<file path="src/rtl/grey_scan.sv">
`default_nettype none
// ============================================================================
//  Module      : grey_scan
//  Description : Multiplexed 7-segment scanner for the twelve Johnson-coded
//                digits of the grey decimal counter. Takes a tear-free
//                snapshot once per frame and shows one digit at a time for
//                DWELL cycles, with digit index, thousands-separator decimal
//                point, frame marker and sticky invalid-code flag.
//                Optional feature macro: SCAN_LZB_EN (leading-zero blanking).
//  Revision    : 1.0 - initial release
// ============================================================================
module grey_scan #(
    parameter int DWELL = 16                // cycles per digit, 2..255
) (
    input  logic        CLK,
    input  logic        RST,                // asynchronous, active low
    input  logic [59:0] DIGITS,
    input  logic        HOLD,
    input  logic        CLR_ERR,
    output logic [6:0]  SEG,
    output logic        DP,
    output logic [3:0]  DIG_IDX,
    output logic        FRAME,
    output logic        ERR
);

    localparam logic [7:0] c_DWELL_LAST = 8'(DWELL - 1);
    localparam logic [3:0] c_IDX_LAST   = 4'd11;
    localparam logic [6:0] c_SEG_ERR    = 7'h79;

    // ------------------------------------------------------------------
    // Johnson decode straight to segments; bit 7 is the "valid code" flag.
    // ------------------------------------------------------------------
    function automatic logic [7:0] f_decode(input logic [4:0] code);
        case (code)
            5'b00000: f_decode = {1'b1, 7'h3F};
            5'b00001: f_decode = {1'b1, 7'h06};
            5'b00011: f_decode = {1'b1, 7'h5B};
            5'b00111: f_decode = {1'b1, 7'h4F};
            5'b01111: f_decode = {1'b1, 7'h66};
            5'b11111: f_decode = {1'b1, 7'h6D};
            5'b11110: f_decode = {1'b1, 7'h7D};
            5'b11100: f_decode = {1'b1, 7'h07};
            5'b11000: f_decode = {1'b1, 7'h7F};
            5'b10000: f_decode = {1'b1, 7'h6F};
            default:  f_decode = {1'b0, c_SEG_ERR};
        endcase
    endfunction

    // Registered state
    logic [59:0] r_snap;
    logic [7:0]  r_dwell;
    logic [3:0]  r_idx;
    logic        r_primed;
    logic [6:0]  r_seg;
    logic        r_dp;
    logic        r_frame;
    logic        r_err;

    // Next-state values
    logic [59:0] w_snap_nxt;
    logic [7:0]  w_dwell_nxt;
    logic [3:0]  w_idx_nxt;
    logic        w_frame_nxt;
    logic        w_new_digit;
    logic [4:0]  w_code;
    logic [7:0]  w_dec;
    logic        w_blank;
    logic [6:0]  w_seg_nxt;
    logic        w_dp_nxt;
    logic        w_err_nxt;

    // Scan sequencing: dwell/index counters and frame-boundary snapshot reload
    always_comb begin
        w_snap_nxt  = r_snap;
        w_dwell_nxt = r_dwell;
        w_idx_nxt   = r_idx;
        w_frame_nxt = 1'b0;
        w_new_digit = 1'b0;
        if (!r_primed) begin
            // First edge out of reset always takes a fresh snapshot
            w_snap_nxt  = DIGITS;
            w_dwell_nxt = 8'd0;
            w_idx_nxt   = 4'd0;
            w_frame_nxt = 1'b1;
            w_new_digit = 1'b1;
        end else if (r_dwell == c_DWELL_LAST) begin
            w_dwell_nxt = 8'd0;
            w_new_digit = 1'b1;
            if (r_idx == c_IDX_LAST) begin
                w_idx_nxt   = 4'd0;
                w_frame_nxt = 1'b1;
                if (!HOLD) begin
                    w_snap_nxt = DIGITS;
                end
            end else begin
                w_idx_nxt = r_idx + 4'd1;
            end
        end else begin
            w_dwell_nxt = r_dwell + 8'd1;
        end
    end

    // Select the digit shown after this edge from the post-edge snapshot
    always_comb begin
        w_code = 5'b00000;
        for (int i = 0; i < 12; i++) begin
            if (w_idx_nxt == 4'(i)) begin
                w_code = w_snap_nxt[i*5 +: 5];
            end
        end
    end

`ifdef SCAN_LZB_EN
    logic [3:0] w_msd;

    // Most significant non-zero digit of the post-edge snapshot; invalid
    // codes are non-zero raw patterns so they count automatically
    always_comb begin
        w_msd = 4'd0;
        for (int i = 0; i < 12; i++) begin
            if (w_snap_nxt[i*5 +: 5] != 5'b00000) begin
                w_msd = 4'(i);
            end
        end
    end

    // Blank everything above the leading digit; index 0 can never exceed it
    always_comb begin
        w_blank = (w_idx_nxt > w_msd);
    end
`else
    // All twelve digits are always shown
    always_comb begin
        w_blank = 1'b0;
    end
`endif

    // Output pattern, decimal point and sticky error for the post-edge digit
    always_comb begin
        w_dec     = f_decode(w_code);
        w_seg_nxt = w_blank ? 7'h00 : w_dec[6:0];
        w_dp_nxt  = !w_blank && ((w_idx_nxt == 4'd3) ||
                                 (w_idx_nxt == 4'd6) ||
                                 (w_idx_nxt == 4'd9));
        // A set on this edge beats a simultaneous clear
        if (w_new_digit && !w_dec[7] && !w_blank) begin
            w_err_nxt = 1'b1;
        end else if (CLR_ERR) begin
            w_err_nxt = 1'b0;
        end else begin
            w_err_nxt = r_err;
        end
    end

    // State and output registers, all updated together for coherence
    always_ff @(posedge CLK or negedge RST) begin
        if (!RST) begin
            r_snap   <= 60'd0;
            r_dwell  <= 8'd0;
            r_idx    <= 4'd0;
            r_primed <= 1'b0;
            r_seg    <= 7'h00;
            r_dp     <= 1'b0;
            r_frame  <= 1'b0;
            r_err    <= 1'b0;
        end else begin
            r_snap   <= w_snap_nxt;
            r_dwell  <= w_dwell_nxt;
            r_idx    <= w_idx_nxt;
            r_primed <= 1'b1;
            r_seg    <= w_seg_nxt;
            r_dp     <= w_dp_nxt;
            r_frame  <= w_frame_nxt;
            r_err    <= w_err_nxt;
        end
    end

    assign SEG     = r_seg;
    assign DP      = r_dp;
    assign DIG_IDX = r_idx;
    assign FRAME   = r_frame;
    assign ERR     = r_err;

endmodule
`default_nettype wire

</file>
<file path="config.mk">
export PLATFORM = sky130hd
export DESIGN_NAME = grey_scan
export DESIGN_NICKNAME = d
export VERILOG_FILES = /design/src/rtl/grey_scan.sv
export SDC_FILE = /design/constraint.sdc
export NUM_CORES = 1
export LEC_CHECK = 0
export BUFFER_PORTS_ARGS = -buffer_cell sky130_fd_sc_hd__buf_2
export CAP_MARGIN = 20
export CORE_MARGIN = 3
export CORE_UTILIZATION = 50
export DETAILED_ROUTE_END_ITERATION = 8
export GPL_TIMING_DRIVEN = 0
export PLACE_DENSITY = 0.73
export SYNTH_ARGS = -nofsm -noshare
export SYNTH_HDL_FRONTEND = slang
export SYNTH_SLANG_ARGS = --single-unit
</file>
<file path="constraint.sdc">
create_clock -name CLK -period 5.15 [get_ports CLK]
set_input_delay 1.03 -clock CLK [delete_from_list [all_inputs] [get_ports CLK]]
set_output_delay 1.03 -clock CLK [all_outputs]
set_load 0.01 [all_outputs]
</file>
==> metrics.md <==
| Metric | Value |
|---|---|
| Leak | 2.39 nW |
| Maxcap violations | 0 |
| Ys async rst share | 1.00 |
| Post-Route WL | 10600 um |
| Max-slew headroom | 0.420 |
| Outcome | finished, final reports clean |
| Layout area overhead | 17.8% |
| Worst hold path endpoint | r_snap[21] |
| R2r worst-path depth | 15 |
| Final setup skew | 10.0 ps |
| Share of the synthesized area in the top cell type | 0.495 |
| Worst R2R Setup Slack | 540 ps |
| WS Path Type | reg2reg |
| Nets@finish | 597 |
| Max rail drop VDD | 0.121 mV |
| Initial Util | 0.529 |
| Worst path cell trace | ha_1 -> and3_1 -> buf_1 -> a21oi_1 -> nor2_2 -> inv_1 -> nor3_2 -> nand2_1 -> o221a_2 -> a221oi_2 -> ha_1 -> mux2i_1 -> o221a_1 -> a21oi_1 -> a21bo_1 |
| TritonCTS clock tree | yes |
| Yosys cell types | 70 |
| Min setup slack post-route | 538 ps |
| Yosys reg bits | 83 |
| Final setup fails | 0 |
| Setup crit end kind | flop |
| Final instance area | 4940 um^2 |
| Total number of vias | 3552 |
| Netlist Area Pre-Place | 4190 um^2 |
| Fillcell total | 726 |
| Layout cell share with drive strength beyond 1 | 0.256 |
| DP Area | 4740 um^2 |
| Pwr Density | 281 nW/um^2 |
| Setup_tns | 0 ps |
| Minimum clock period after layout | 4610 ps |
| DRT Pass-1 Iters | 4 |
| WL/cell | 16.7 um |
| Core area | 7930 um^2 |
| Worst path slowest cell | a221oi_2 |
| R2R Path Start | r_dwell[0] |
| Remaining Overflow, GRT | 0 |
| Antenna Violating Nets Remaining | 0 |
| Vias per cell | 5.61 |
| Post-synth top flop | dfrtp_1 |
| Post-cts hold buffer count | 0 |
| HP Class | reg2reg |
| Tightest Pin Transition | 861 ps |
| RSZ-0062 raised after global routing | false |
| 1st-iter DRT viols | 265 |
| Buffers & Inverters on Critical Path | 2 |
| Worst-Skew Late Latency | 360 ps |
| CTS Root Cell | clkbuf_8 |
| Port Buf Inserts | 77 |
| Cell taking the most area after synthesis | dfrtp_1 |
| Pin count of the biggest net entering global routing | 59 |
| Number of synthesized flops with an enable pin | 0 |
| Number of global-route vias before repair | 3503 |
| Mean post-synth cell area | 9.60 um^2 |
| Worst Hold Depth | 2 |
| Critical path's largest stage delay | 510 ps |
| Warning count from the yosys run | 0 |
| H-tree lvl count | 3 |
| Antenna fix cells | 0 |
| Die height | 97.6 um |
| Sink Count | 83 |
| Routability Congestion | 0.904 |
| Syn_nets | 508 |
| Max clock buf depth | 2 |
| Max Freq | 217 MHz |
| Synth area leaders | dfrtp_1 (50%), nand2_1 (11%), mux2_2 (5.4%) |
| Die footprint | 9520 um^2 |
| Initial antenna violation count | 0 |
| Cells after synthesis | 437 |
| Site Rows | 32 |
| Fin crit share | 0.895 |
| Startpoint Class | flop |
| HPWL after DPL | 7900 um |
| First-pass GRT wire length | 17700 um |
| Delay-heaviest family, CP | compound AO/OA/AOI/OAI gates |
| Hold Path Origin | r_snap[21] |
| Dpl ws | 225 ps |
| DRC viols | 0 |
| Worst r2r dst | ERR |
| CP required | 5410 ps |
| I/O pin count | 78 |
| Worst-path clk slew | 90 ps |
| Pins Over Slew Limit | 0 |
| Worst Path Arrival | 4870 ps |
| CTS Buf Count | 9 |
| GRT Util Overall | 0.232 |
| Final Hold Vio Count | 0 |
| Seq/Total Area, Yosys | 0.495 |
| Die Wd | 97.6 um |
| Worst Path Max Fanout | 10 |
registers in the layout, summed over array words and instances (netlist names):
name,flops
SEG,7
r_primed,1
DIG_IDX,4
ERR,1
FRAME,1
DP,1
r_dwell,8
r_snap,60
kinds of logic after synthesis:
kind of cell             synth area share
AND/OR/NAND/NOR                     0.212
flip-flops                          0.495
AO/OA/AOI/OAI                       0.146
buffers and inverters              0.0370
multiplexers                       0.0755
adder cells (fa/ha/maj)            0.0209
XOR/XNOR                           0.0125
other                            0.000894
cells in the mapped netlist, types with 3 or more instances:
master       n
nand2_1    120
dfrtp_1     83
mux2_2      20
nor2_1      19
o21ai_0     13
inv_1       12
a21oi_1     11
nand3_1     11
clkbuf_1     9
and2_1       8
mux2i_1      8
buf_2        7
ha_1         7
nor3_1       6
nand4_1      5
a22oi_1      4
nor2b_1      4
o211ai_1     4
o21a_1       4
or4_1        4
a211oi_1     3
a21o_1       3
and3_1       3
buf_1        3
o2111ai_1    3
xnor2_1      3
xor2_1       3
how the worst max path moves through the flow:
stage	from	end	slack [ps]	cells past startpoint
floorplan	HOLD	ERR	1210	13
global route	r_dwell[0]	ERR	180	15
finish	r_dwell[0]	ERR	540	15
detailed placement	r_dwell[0]	ERR	230	15
global placement	r_dwell[0]	ERR	330	15
CTS	r_dwell[0]	ERR	130	15
stage by stage:
| stage | hold WS (ps) | util | power (W) | std cells |
|---|---|---|---|---|
| 6_report | 471 | 0.623 | 0.00139 | 633 |
| 3_3_place_gp | 445 | 0.594 | 0.000920 | 616 |
| 5_1_grt | 488 | 0.623 | 0.00146 | 633 |
| 4_1_cts | 472 | 0.622 | 0.00139 | 633 |
| 2_1_floorplan | 429 | - | 0.000846 | 437 |
| 3_5_place_dp | 453 | 0.598 | 0.000931 | 617 |
cells in the final DEF (no fill, tap or decap), types with 4 or more instances in the layout:
cell	synthesis	final
o21a_1	4	4
or4_1	4	4
and2_1	8	8
clkbuf_1	9	11
nor3_1	6	6
mux2_2	20	20
nand3_1	11	11
ha_1	7	7
dfrtp_1	83	83
o211ai_1	4	4
nor2_1	19	18
mux2i_1	8	8
clkbuf_8	0	10
o21ai_0	13	13
a21oi_1	11	11
nand2_1	120	120
buf_2	7	83
nand4_1	5	5
inv_1	12	12
a22oi_1	4	4
nor2b_1	4	4
layer usage:
metal | global-route usage | routed length [um] | share of wire | up-vias
li1 | - | - | - | 1706
met4 | 0.0724 | 141 | 0.013 | 0
met2 | 0.353 | 4820 | 0.46 | 119
met1 | 0.334 | 4960 | 0.47 | 1714
met3 | 0.0495 | 644 | 0.061 | 13
met5 | 0 | 0 | 0 | -
timing repair:
action,in CTS,in global routing
setup buffers,0,0
resized for setup,0,2
endpoints found under the setup margin,0,7
power breakdown:
| group | switching (W) | leakage (nW) | internal (W) | total, W |
|---|---|---|---|---|
| logic | 0.000113 | 1.30 | 0.0000844 | 0.000198 |
| clock network | 0.000232 | 0.0926 | 0.000237 | 0.000469 |
| registers | 0.0000161 | 1.00 | 0.000705 | 0.000721 |
layout make-up:
cell class                      count  area, um^2  share of cell area
Sequential cell                    83        2080               0.420
Multi-Input combinational cell    319        1970               0.399
Timing Repair Buffer               78         415              0.0841
Clock buffer                       12         145              0.0294
Tap cell                          102         128              0.0258
Buffer                             21         103              0.0208
Inverter                           14        52.6              0.0106
Clock inverter                      4        50.0              0.0101
worst min-delay path, delay by kind of cell, from the launching register on:
kind,cells,cell delay [ps]
simple gates,2,100
flops,1,330
Note: power is estimated with default switching activity, not from simulation.
